`config.mk`:
```
export PLATFORM = sky130hd
export DESIGN_NAME = spi_fnd_frame_tx
export DESIGN_NICKNAME = d
export VERILOG_FILES = /design/src/rtl/spi_fnd_pkg.sv /design/src/rtl/spi_fnd_frame_tx_shifter.sv /design/src/rtl/spi_fnd_frame_tx.sv
export SDC_FILE = /design/constraint.sdc
export NUM_CORES = 1
export LEC_CHECK = 0
export CORE_ASPECT_RATIO = 0.5
export CORE_UTILIZATION = 30
export DETAILED_ROUTE_END_ITERATION = 8
export HOLD_SLACK_MARGIN = 0.15
export SYNTH_ARGS = -nofsm -noshare
export SYNTH_HDL_FRONTEND = slang
export SYNTH_SLANG_ARGS = --single-unit
```
`constraint.sdc`:
```
create_clock -name clk -period 6.4 [get_ports clk]
set_input_delay 0.96 -clock clk [delete_from_list [all_inputs] [get_ports clk]]
set_output_delay 0.96 -clock clk [all_outputs]
set_load 0.01 [all_outputs]
```
`src/rtl/spi_fnd_pkg.sv`:
```
// rtl/spi_fnd_pkg.sv - shared types and constants for the FND SPI frame transmitter
package spi_fnd_pkg;

    typedef enum logic [2:0] {
        IDLE     = 3'd0,
        LOAD     = 3'd1,
        SETUP    = 3'd2,
        SHIFT_HI = 3'd3,
        SHIFT_LO = 3'd4,
        HOLD     = 3'd5,
        GAP      = 3'd6
    } frame_state_t;

    localparam logic [13:0] FND_MAX_VALUE  = 14'd9999;
    localparam int          FND_BYTE_SCALE = 100;

    function automatic logic [13:0] fnd_clamp(input logic [13:0] v);
        return (v > FND_MAX_VALUE) ? FND_MAX_VALUE : v;
    endfunction

endpackage

```
`src/rtl/spi_fnd_frame_tx_shifter.sv`:
```
// rtl/spi_fnd_frame_tx_shifter.sv - mode-0 byte shifter: SCLK low then high per bit, MSB first
module spi_tx_shifter #(
    parameter int CLK_DIV = 50
) (
    input  logic       clk,
    input  logic       reset,
    input  logic       i_go,
    input  logic [7:0] i_byte,
    output logic       o_sclk,
    output logic       o_mosi,
    output logic       o_byte_done
);
    localparam int                 DIV_W    = $clog2(CLK_DIV);
    localparam logic [DIV_W-1:0]   DIV_LAST = DIV_W'(CLK_DIV - 1);

    logic             r_active;
    logic             r_phase;
    logic [DIV_W-1:0] r_div;
    logic [2:0]       r_bit;
    logic [7:0]       r_sr;
    logic             w_half_end;
    logic             w_byte_end;

    assign w_half_end  = (r_div == DIV_LAST);
    assign w_byte_end  = r_active & r_phase & w_half_end & (r_bit == 3'd0);
    assign o_byte_done = w_byte_end;
    assign o_sclk      = r_active & r_phase;
    assign o_mosi      = r_sr[7];

    // A reload on the final high cycle lets the next byte start on the same falling edge.
    always_ff @(posedge clk or posedge reset) begin
        if (reset) begin
            r_active <= 1'b0;
            r_phase  <= 1'b0;
            r_div    <= '0;
            r_bit    <= 3'd0;
            r_sr     <= 8'd0;
        end else if (i_go && (!r_active || w_byte_end)) begin
            r_active <= 1'b1;
            r_phase  <= 1'b0;
            r_div    <= '0;
            r_bit    <= 3'd7;
            r_sr     <= i_byte;
        end else if (r_active) begin
            if (w_half_end) begin
                r_div   <= '0;
                r_phase <= ~r_phase;
                if (r_phase) begin
                    if (r_bit == 3'd0) begin
                        r_active <= 1'b0;
                    end else begin
                        r_bit <= r_bit - 3'd1;
                        r_sr  <= {r_sr[6:0], 1'b0};
                    end
                end
            end else begin
                r_div <= r_div + DIV_W'(1);
            end
        end
    end

endmodule

```
`src/rtl/spi_fnd_frame_tx.sv`:
```
// rtl/spi_fnd_frame_tx.sv - frame FSM sending value/100 and value%100 in one SS_N-low frame
module spi_fnd_frame_tx
    import spi_fnd_pkg::*;
#(
    parameter int CLK_DIV    = 50,
    parameter int GAP_CYCLES = 200
) (
    input  logic        clk,
    input  logic        reset,
    input  logic        start,
    input  logic [13:0] value,
    output logic        busy,
    output logic        done,
    output logic        o_SCLK,
    output logic        o_MOSI,
    output logic        o_SS_N
);
    localparam int               CNT_MAX  = (CLK_DIV > GAP_CYCLES) ? CLK_DIV : GAP_CYCLES;
    localparam int               CNT_W    = $clog2(CNT_MAX);
    localparam logic [CNT_W-1:0] DIV_LAST = CNT_W'(CLK_DIV - 1);
    localparam logic [CNT_W-1:0] GAP_LAST = CNT_W'(GAP_CYCLES - 1);

    frame_state_t     r_state;
    logic [CNT_W-1:0] r_cnt;
    logic [13:0]      r_work;
    logic [13:0]      r_pend;
    logic             r_pend_vld;
    logic [7:0]       r_hi;
    logic [7:0]       r_lo;
    logic [7:0]       w_hi;
    logic [7:0]       w_lo;
    logic             w_go;
    logic [7:0]       w_go_byte;
    logic             w_sclk;
    logic             w_shift_mosi;
    logic             w_byte_done;
    logic             w_gap_end;
    logic             w_frame_low;
    logic             w_mosi;

    assign w_hi = 8'(r_work / 14'(FND_BYTE_SCALE));
    assign w_lo = 8'(r_work % 14'(FND_BYTE_SCALE));

    spi_tx_shifter #(.CLK_DIV(CLK_DIV)) u_shifter (
        .clk         (clk),
        .reset       (reset),
        .i_go        (w_go),
        .i_byte      (w_go_byte),
        .o_sclk      (w_sclk),
        .o_mosi      (w_shift_mosi),
        .o_byte_done (w_byte_done)
    );

    assign w_gap_end   = (r_state == GAP) && (r_cnt == GAP_LAST);
    assign w_frame_low = (r_state == SETUP) || (r_state == SHIFT_HI) ||
                         (r_state == SHIFT_LO) || (r_state == HOLD);

    always_comb begin
        w_go      = 1'b0;
        w_go_byte = r_hi;
        w_mosi    = 1'b0;
        if (r_state == SETUP && r_cnt == DIV_LAST) begin
            w_go = 1'b1;
        end
        if (r_state == SHIFT_HI && w_byte_done) begin
            w_go      = 1'b1;
            w_go_byte = r_lo;
        end
        case (r_state)
            LOAD:                     w_mosi = w_hi[7];
            SETUP:                    w_mosi = r_hi[7];
            SHIFT_HI, SHIFT_LO, HOLD: w_mosi = w_shift_mosi;
            default:                  w_mosi = 1'b0;
        endcase
    end

    // The pending write comes first so a start on the GAP->LOAD cycle re-arms the slot.
    always_ff @(posedge clk or posedge reset) begin
        if (reset) begin
            r_state    <= IDLE;
            r_cnt      <= '0;
            r_work     <= 14'd0;
            r_pend     <= 14'd0;
            r_pend_vld <= 1'b0;
            r_hi       <= 8'd0;
            r_lo       <= 8'd0;
        end else begin
            if (start && r_state != IDLE) begin
                r_pend     <= fnd_clamp(value);
                r_pend_vld <= 1'b1;
            end
            case (r_state)
                IDLE: begin
                    if (start) begin
                        r_work  <= fnd_clamp(value);
                        r_state <= LOAD;
                    end
                end
                LOAD: begin
                    r_hi    <= w_hi;
                    r_lo    <= w_lo;
                    r_cnt   <= '0;
                    r_state <= SETUP;
                end
                SETUP: begin
                    if (r_cnt == DIV_LAST) begin
                        r_cnt   <= '0;
                        r_state <= SHIFT_HI;
                    end else begin
                        r_cnt <= r_cnt + CNT_W'(1);
                    end
                end
                SHIFT_HI: begin
                    if (w_byte_done) r_state <= SHIFT_LO;
                end
                SHIFT_LO: begin
                    if (w_byte_done) begin
                        r_cnt   <= '0;
                        r_state <= HOLD;
                    end
                end
                HOLD: begin
                    if (r_cnt == DIV_LAST) begin
                        r_cnt   <= '0;
                        r_state <= GAP;
                    end else begin
                        r_cnt <= r_cnt + CNT_W'(1);
                    end
                end
                GAP: begin
                    if (w_gap_end) begin
                        r_cnt <= '0;
                        if (r_pend_vld) begin
                            r_work  <= r_pend;
                            r_state <= LOAD;
                            if (!start) r_pend_vld <= 1'b0;
                        end else begin
                            r_state <= IDLE;
                        end
                    end else begin
                        r_cnt <= r_cnt + CNT_W'(1);
                    end
                end
                default: r_state <= IDLE;
            endcase
        end
    end

    // Every pin is registered, so the whole frame trails the FSM by one cycle.
    always_ff @(posedge clk or posedge reset) begin
        if (reset) begin
            o_SS_N <= 1'b1;
            o_SCLK <= 1'b0;
            o_MOSI <= 1'b0;
            busy   <= 1'b0;
            done   <= 1'b0;
        end else begin
            o_SS_N <= ~w_frame_low;
            o_SCLK <= w_sclk;
            o_MOSI <= w_mosi;
            busy   <= (r_state != IDLE);
            done   <= w_gap_end;
        end
    end

endmodule

```
==> results of run 1 <==
[routing by layer]
| layer | global-route usage [%] | vias to the layer above |
|---|---|---|
| met1 | 19.6 | 2258 |
| met3 | 2.60 | 12 |
| met4 | 4.10 | 0 |
| li1 | - | 2356 |
| met2 | 22.7 | 84 |
| met5 | 0 | - |
[sequential cells by signal, indices dropped and copies added, names as in the netlist, 3 cells and up]
signal           flops
u_shifter.r_div      6
r_cnt                8
u_shifter.r_bit      3
r_state              3
r_lo                 8
r_hi                 8
r_work              14
r_pend              14
u_shifter.r_sr       8
[cell usage after synthesis, types with 7 or more instances]
| cell type | count |
|---|---|
| nand2_1 | 104 |
| dfrtp_1 | 79 |
| o21ai_0 | 60 |
| nor2_1 | 52 |
| a21oi_1 | 37 |
| clkbuf_1 | 24 |
| inv_1 | 21 |
| nand3_1 | 21 |
| mux2i_1 | 15 |
| a31oi_1 | 14 |
| nand2b_1 | 13 |
| o211ai_1 | 12 |
| a211oi_1 | 11 |
| nor2b_1 | 11 |
| and3_1 | 9 |
| nor3_1 | 9 |
| and2_1 | 8 |
| o21ai_1 | 8 |
| ha_1 | 7 |
| nand4_1 | 7 |
| o31ai_1 | 7 |
[cell families after synthesis]
family / count (synthesis)
and+or+nand+nor: 259
AOI/OAI and AO/OA: 212
DFF: 80
buffers and inverters: 55
muxes: 24
adders and majority gates: 9
xor gates and xnor gates: 7
[report_power, final]
| part | switching [W] | internal, W | total, W |
|---|---|---|---|
| Sequential | 0.00000740 | 0.000515 | 0.000522 |
| Combinational | 0.0000892 | 0.0000577 | 0.000147 |
| Clock | 0.000201 | 0.000324 | 0.000525 |
[cell type report]
type | instances | area [um2] | share of cell area (%)
flip-flops and latches | 80 | 2000 | 33.1
clock inverters | 4 | 51.3 | 0.847
repair buffers | 23 | 225 | 3.72
well taps | 234 | 293 | 4.83
inverters | 23 | 87.6 | 1.45
clock buffers | 12 | 256 | 4.24
multi-input cells | 511 | 3140 | 51.8
[worst min-delay path, delay by kind of cell (launching register included)]
| family | cells | cell delay, ns |
|---|---|---|
| and+or+nand+nor | 2 | 0.10 |
| DFF | 1 | 0.34 |
[how the worst max path moves through the flow]
stage / slack, ns / to / start
global route: 0.94 / r_lo[2] / r_work[13]
detailed placement: 1.44 / r_lo[2] / r_work[13]
finish: 1.38 / r_lo[2] / r_work[13]
floorplan: 2.32 / r_lo[2] / r_work[8]
global placement: 1.59 / r_lo[5] / r_work[13]
CTS: 1.40 / r_lo[2] / r_work[13]
[per-stage QoR]
step                      hold WS, ns  cell area, um2  total power [W]
after CTS                       0.474            6060          0.00121
after global routing            0.512            6060          0.00126
final                           0.469            6060          0.00119
after detailed placement        0.463            5750         0.000678
after global placement          0.454            5750         0.000676
after floorplan                 0.438            5360         0.000640
==> results.toml, run 1 <==
[synthesis]
synthMuxAreaShare_pct = 4.88
syn_inst = 646
yosys.area.top_type_share_pct = 36.9
synthSimpleGateAreaFrac_pct = 23.2
synth_area_leaders = "dfrtp_1, nand2_1, o21ai_0"
synth_fa_ha_area_share_pct = 2.01
synthXorXnorAreaFrac_pct = 1.14
synth_nets = 670
synth_edf_count = 0
synth_warnings = 0
synth.avg_cell_area_um2 = 8.30
ys_types = 84
ys_seq_elements = 80
synth-compound-area-share_pct = 27.3
synth_flop_cell = "dfrtp_1"
ys_seq_area_share_pct = 37.4
async_flop_share_pct = 100
synth.largest_area_cell = "dfrtp_1"
synth_area_mm2 = 0.00536
synth_top_family_by_area = "compound AO/OA/AOI/OAI gates"

[timing]
fmax_mhz = 199
rsz0062_at_grt = "no"
fin_crit_ns = 5.02
finalHoldViolCount = 0
maxSlewHeadroom_pct = 26.9
setup_ws_ns = 1.38
setup_tns_ns = 0
fin_skew_ns = 0.00599
finalSetupViolCount = 0
slew_violations = 0
finalCritPeriodShare_pct = 78.5
tightest_slew_ns = 1.10

[drt]
num_vias = 4710
top_layer = "met4"
viasPerCell = 5.31
drtIter0Drc = 341
wl_met2_mm = 5.52
drt_pass1_iterations = 5
routed_wl_mm = 12.3
met3_length_um = 385
drc = 0
routedWlPerCell_um = 13.8
ant_nets = 0
wl_met1_mm = 6.22

[worst_setup_path]
r2r-end = "r_lo[2]"
worstSetupPathDepth = 14
crit_chain = "nand2_1, o21a_1, a211oi_1, o21bai_2, mux2_4, a221oi_2, and2_1, mux2i_1, nand2_1, mux2_4, a22oi_4, mux2i_1, nor3_1, o31ai_2"
worstPathArrival_ns = 5.26
r2r-start = "r_work[13]"
cp-start-kind = "flip-flop"
cp_top_family = "compound AO/OA/AOI/OAI gates"
r2r_setup_slack_ns = 1.38
end_kind = "flip-flop"
worstSetupPathType = "reg2reg"
crit_slowest_cell = "dfrtp_1"
required_ns = 6.64
r2r_cells = 14
cp_max_fo = 24
slowest_delay_ns = 0.79
crit_buf_inv = 0

[floorplanning]
dieArea_mm2 = 0.0184
die_y_um = 96.5
core_mm2 = 0.0174
die_x_um = 191
rows = 34
io_pins = 22
initial_utilization_pct = 30.7

[cts]
htreeDepth = 3
cts.sinks = 80
cts_buffers = 9
worstSkewPairLatency_ns = 0.34
clkTransAtPathRegs_ns = 0.06
clock_path_buffers = 2
tritoncts = "built"
cts-hold-fix-buffers = 0
cts_resized = 0
postCtsSetupRepairBufs = 0
clockRootBuffer = "clkbuf_16"

[placement]
placed_cells = 871
port_buffers = 21
dpl.hpwl_mm = 8.83
preCtsSetupSlack_ns = 1.44
gp_congestion = 0.846

[final_layout]
final_core_util_pct = 34.7
final.fill_count = 1801
fin_nets = 672
layout.cells.non_filler = 887
diodes = 0
area_growth_pct = 12.9
layout-drive-gt1-share_pct = 8.27
final_common_cell = "nand2_1"
final_cell_mix = "nand2_1, dfrtp_1, o21ai_0"

[global_routing]
grt_pass1_vias = 4326
grt_usage_pct = 14.2
antenna_found_initial = 0
overflow = 0
grt_max_degree = 81
grt_pass1_wl_mm = 21.3

[power_and_ir_drop]
p_per_area_mw_per_mm2 = 197
power_leakage_nw = 2.48
ir_drop_mv = 0.107

[job]
drv_cap = 0

[min_path]
min_from = "r_work[1]"
min_delay_path_depth = 2
hold_class = "reg2reg"
whs_endpoint = "r_lo[1]"

[run_status]
status = "finished, final reports clean"
Power figures use the tool's default switching activity.
==> run 2, diff against run 1 <==
Clock period 6.4 ns to 4.2 ns, I/O delays scaled along.
==> run 2 against run 1 <==
Against the previous run:
- cell count up 12%
- largest power group is now sequential cells
- wire length increased by 12%
- core utilization grew 6.9 points
- clock skew grew 0.0053 ns
- clock-buffer cell count shrank 3
- non-clock buffer count up 108
- the flow now finishes with violations (setup timing)
- maximum frequency grew 18%
- sequential power grew 52%
- worst hold slack worse by 0.0023 ns
- die area unchanged
- global-route usage up 1.6 points
- setup slack lost 1.4 ns
==> results.toml, run 2 (same netlist as run 1, synthesis figures left out) <==
[run_status]
status = "complete, but fails checks"
failed_checks = "setup timing"

[worst_setup_path]
cp_max_fo = 6
worstPathArrival_ns = 4.47
crit_slowest_cell = "dfrtp_2"
crit_chain = "buf_6, a311o_1, a22oi_4, o21bai_4, mux2_4, buf_4, a21oi_2, buf_4, or2_2, buf_4, nand2_1, a31oi_1, o221ai_2, and3_1, a22oi_4, mux2i_2, buf_4, nand2_1, nand4bb_1, nand3_1"
crit_buf_inv = 5
required_ns = 4.42
end_kind = "flip-flop"
cp-start-kind = "flip-flop"
worstSetupPathType = "reg2reg"
cp_top_family = "compound AO/OA/AOI/OAI gates"
cpMostUsedCell = "buf_4"
slowest_delay_ns = 0.46

[placement]
gp_congestion = 0.887
dpl.hpwl_mm = 9.91
place_area_mm2 = 0.00646
port_buffers = 21
placed_cells = 961

[drt]
drc = 0
drtIter0Drc = 284
routedWlPerCell_um = 13.8
drt_pass1_iterations = 4
viasPerCell = 5.16
routed_wl_mm = 13.7
ant_nets = 0
num_vias = 5134

[global_routing]
grt_max_degree = 31
grt_pass1_vias = 5015
overflow = 0
antenna_found_initial = 0
grt_usage_pct = 15.7
grt_pass1_wl_mm = 23.7

[cts]
htreeDepth = 3
clockRootBuffer = "clkbuf_16"
tritoncts = "built"
cts.sinks = 80
clock_path_buffers = 2
cts-hold-fix-buffers = 0
clkTransAtPathRegs_ns = 0.06
cts_buffers = 9
worstSkewPairLatency_ns = 0.34

[floorplanning]
die_y_um = 96.5
die_x_um = 191
core_mm2 = 0.0174
initial_utilization_pct = 30.7
rows = 34
dieArea_mm2 = 0.0184
io_pins = 22

[job]
drv_cap = 0

[timing]
setup_ws_ns = -0.0558
tightest_slew_ns = 1.02
finalCritPeriodShare_pct = 101
fin_skew_ns = 0.0113
rsz0062_at_grt = "yes"
fin_crit_ns = 4.26
slew_violations = 0
maxSlewHeadroom_pct = 32.1
fmax_mhz = 235
finalHoldViolCount = 0
finalSetupViolCount = 3

[final_layout]
finalInstanceArea_mm2 = 0.00725
final.fill_count = 1715
top_regs = "r_pend x14, r_work x14"
area_growth_pct = 35.2
fin_nets = 780
diodes = 0
layout.cells.non_filler = 995
layout-drive-gt1-share_pct = 28.3
final_common_cell = "nand2_1"
final_cell_mix = "nand2_1, buf_4, dfrtp_1"

[power_and_ir_drop]
p_int_w = 0.00137
p_comb_share_pct = 19.3
ir_drop_mv = 0.206
p_sw_share_pct = 27.9
power_w = 0.00191
power_frac_seq_pct = 41.6
p_switching_w = 0.000531
p_clk_share_pct = 39.1
power_leakage_nw = 3.04
p_per_area_mw_per_mm2 = 263

[min_path]
hold_class = "reg2reg"
[run 2: cell types whose count changed in the layout (fill, tap and decap cells not counted), sizes merged]
cell,delta
buf,+108
bufinv,-1
clkbuf,-3
clkinv,+1
clkinvlp,+2
inv,+1
[run 2: per-stage QoR]
stage | util (%) | setup WS [ns] | hold slack [ns] | TNS [ns]
after global placement | 37.0 | -0.189 | 0.450 | -0.625
after CTS | 40.6 | -0.00853 | 0.467 | -0.0167
final | 41.6 | -0.0558 | 0.466 | -0.131
after global routing | 41.6 | -0.273 | 0.502 | -1.40
after detailed placement | 37.0 | -0.197 | 0.455 | -0.952
after floorplan | - | 0.123 | 0.438 | 0
[run 2: power groups by stage]
stage	combinational, W	sequential (W)	clock (W)
after detailed placement	0.000303	0.000806	0
after CTS	0.000338	0.000793	0.000758
after global routing	0.000402	0.000794	0.000786
after floorplan	0.000172	0.000803	0
final	0.000369	0.000793	0.000744
after global placement	0.000299	0.000806	0
[run 2: worst paths after layout]
kind / startpoint / endpoint / slack (ns) / depth (start not counted)
worst max-delay path: r_work[13] / r_lo[3] / -0.06 / 20
worst min-delay path: r_work[0] / r_lo[0] / 0.47 / 2
worst max register to register: r_work[13] / r_lo[3] / -0.06 / 20
worst min register to register: r_work[0] / r_lo[0] / 0.47 / 2
max in group asynchronous: reset / r_hi[5] / 2.82 / 3
min in group asynchronous: reset / r_cnt[0] / 0.62 / 2
[run 2: metal layers]
layer	wire length [um]	share of wire (%)	global-route usage [%]	up-vias
met5	0	0	0	-
met4	237	1.7	5.29	0
met3	278	2.0	2.46	22
met2	6240	46	25.9	60
li1	-	-	-	2579
met1	6940	51	21.3	2473
[run 2: worst min-delay path, stage by stage (launching register included)]
cell and delay (ns):
dfrtp_1 0.34, nand2_1 0.05, nand2_1 0.05
[run 2: final cells by class]
class / count / area, um2 / area share (%)
multi-input cells: 511 / 3480 / 47.9
repair buffers: 131 / 1110 / 15.3
clock buffers: 9 / 225 / 3.11
flip-flops and latches: 80 / 2010 / 27.7
clock inverters: 7 / 56.3 / 0.776
well taps: 234 / 293 / 4.04
inverters: 23 / 87.6 / 1.21
[run 2: repair_timing]
action	4_1_cts	5_1_grt
resized for setup	56	28
endpoints found under the setup margin	7	7
gates cloned	0	0
buffers inserted	13	5
pin swaps	29	22
==> run 3, diff against run 2 <==
Settings changed: CORE_MARGIN set to 1.5.
==> run 3 against run 2 <==
Against the previous run:
- the flow still finishes with violations (setup timing)
- critical path depth decreased by 1
- wire length increased by 3.6%
- worst hold slack got worse by 0.0016 ns
- clock skew decreased by 0.0038 ns
- non-clock buffer count increased by 10
- die area increased by 1.6%
- clock-buffer cell count increased by 3
- via count increased by 1.2%
==> results.toml, run 3 (same netlist as run 1, synthesis figures left out) <==
[final_layout]
fin_nets = 790
final_cell_mix = "buf_4, nand2_1, dfrtp_1"
layout-drive-gt1-share_pct = 29.4
diodes = 0
final_core_util_pct = 42.5
final_common_cell = "buf_4"
area_growth_pct = 38.3
top_regs = "r_pend x14, r_work x14"
layout.cells.non_filler = 1005

[timing]
fin_crit_ns = 4.32
finalSetupViolCount = 5
finalCritPeriodShare_pct = 103
fmax_mhz = 231
setup_tns_ns = -0.453
finalHoldViolCount = 0
slew_violations = 0
rsz0062_at_grt = "yes"
tightest_slew_ns = 0.995
fin_skew_ns = 0.00754
maxSlewHeadroom_pct = 33.4
hold-worst-slack_ns = 0.465
setup_ws_ns = -0.125

[global_routing]
antenna_found_initial = 0
overflow = 0
grt_usage_pct = 15.2
grt_max_degree = 44
grt_pass1_wl_mm = 23.7
grt_pass1_vias = 4994

[drt]
routedWlPerCell_um = 14.1
ant_nets = 0
num_vias = 5196
routed_wl_mm = 14.2
viasPerCell = 5.17
drt_pass1_iterations = 5
wl_met1_mm = 6.74
drc = 0
met3_length_um = 346
wl_met2_mm = 6.95
top_layer = "met4"
drtIter0Drc = 315

[cts]
clkTransAtPathRegs_ns = 0.06
htreeDepth = 3
worstSkewPairLatency_ns = 0.33
clock_path_buffers = 2
clockRootBuffer = "clkbuf_16"
cts_buffers = 9
tritoncts = "built"
cts.sinks = 80

[run_status]
failed_checks = "setup timing"
status = "complete, but fails checks"

[floorplanning]
core_mm2 = 0.0174
die_y_um = 97.5
dieArea_mm2 = 0.0187
io_pins = 22
initial_utilization_pct = 30.7
rows = 34
die_x_um = 192

[power_and_ir_drop]
p_sw_share_pct = 25.9
p_per_area_mw_per_mm2 = 267
p_comb_share_pct = 19.3
p_int_w = 0.00147
power_frac_seq_pct = 40.0
p_switching_w = 0.000513
p_clk_share_pct = 40.6
ir_drop_mv = 0.150
power_leakage_nw = 3.16

[min_path]
hold_class = "reg2reg"

[worst_setup_path]
critPathLaunch = "r_work[12]"
cp-endpoint = "r_lo[3]"
r2r-end = "r_lo[3]"
cp_max_fo = 8
worstPathArrival_ns = 4.53
r2r_cells = 19
r2r-start = "r_work[12]"
worstSetupPathType = "reg2reg"
cp-start-kind = "flip-flop"
required_ns = 4.41
end_kind = "flip-flop"
r2r_setup_slack_ns = -0.12

[placement]
dpl.hpwl_mm = 9.92
port_buffers = 21
preCtsSetupSlack_ns = -0.149
placed_cells = 966
gp_congestion = 0.877

[job]
drv_cap = 0
run 3: cell count changes in the layout (fill, tap and decap cells not counted), sizes merged:
cell and delta:
buf +9, bufinv +1, clkbuf +4, clkinv -1
clkinvlp -2, inv -1
run 3: area by class of cell:
class                   instances  area (um2)
fillers                      1694       10000
repair buffers                141        1190
clock inverters                 4        51.3
well taps                     234         293
multi-input cells             511        3530
inverters                      23        87.6
flip-flops and latches         80        2010
clock buffers                  12         256
run 3: routing by layer:
metal,vias up,global-route usage [%]
met5,-,0
met4,0,4.23
met3,18,2.74
met2,77,25.1
met1,2499,20.3
li1,2602,-
run 3: worst max-delay path, stage by stage (launching register included):
cell	delay (ns)
dfrtp_2	0.47
buf_4	0.19
a311o_1	0.40
a221oi_4	0.26
buf_4	0.16
buf_4	0.09
o2bb2ai_1	0.14
nand2b_4	0.19
a221oi_4	0.08
a211oi_4	0.29
a21oi_2	0.12
a41o_2	0.34
nor2_8	0.15
mux2_4	0.33
a22oi_4	0.32
mux2i_2	0.29
buf_4	0.18
nand2_2	0.05
nand4bb_1	0.09
nand3_1	0.08
run 3: power groups by stage:
stage                     Clock, W  Combinational [W]  Sequential (W)
after floorplan                  0           0.000172        0.000803
after global placement           0           0.000299        0.000806
after detailed placement         0           0.000303        0.000807
after CTS                 0.000825           0.000329        0.000793
after global routing      0.000858           0.000416        0.000795
final                     0.000806           0.000384        0.000794
run 3: worst min path at each step:
| stage | startpoint | end | slack (ns) | depth (start not counted) |
|---|---|---|---|---|
| floorplan | r_hi[1] | r_hi[1] | 0.44 | 2 |
| global placement | r_work[1] | r_lo[1] | 0.45 | 2 |
| detailed placement | r_work[1] | r_lo[1] | 0.46 | 2 |
| CTS | r_work[1] | r_lo[1] | 0.47 | 2 |
| global route | r_hi[0] | r_hi[0] | 0.50 | 2 |
| finish | r_work[1] | r_lo[1] | 0.46 | 2 |
run 3: what timing repair did:
| item | CTS | global route |
|---|---|---|
| buffers inserted | 14 | 10 |
| gates cloned | 0 | 1 |
| pin swaps | 19 | 23 |
| hold endpoints to repair | 0 | 0 |
| setup endpoints to repair | 6 | 7 |
| resized for setup | 31 | 65 |
| hold buffers | 0 | 0 |
run 3: metrics by stage:
| step | instance area (um2) | power (W) |
|---|---|---|
| after floorplan | 5360 | 0.000975 |
| after global placement | 6490 | 0.00111 |
| after detailed placement | 6490 | 0.00111 |
| after CTS | 7030 | 0.00195 |
| after global routing | 7420 | 0.00207 |
| final | 7420 | 0.00198 |
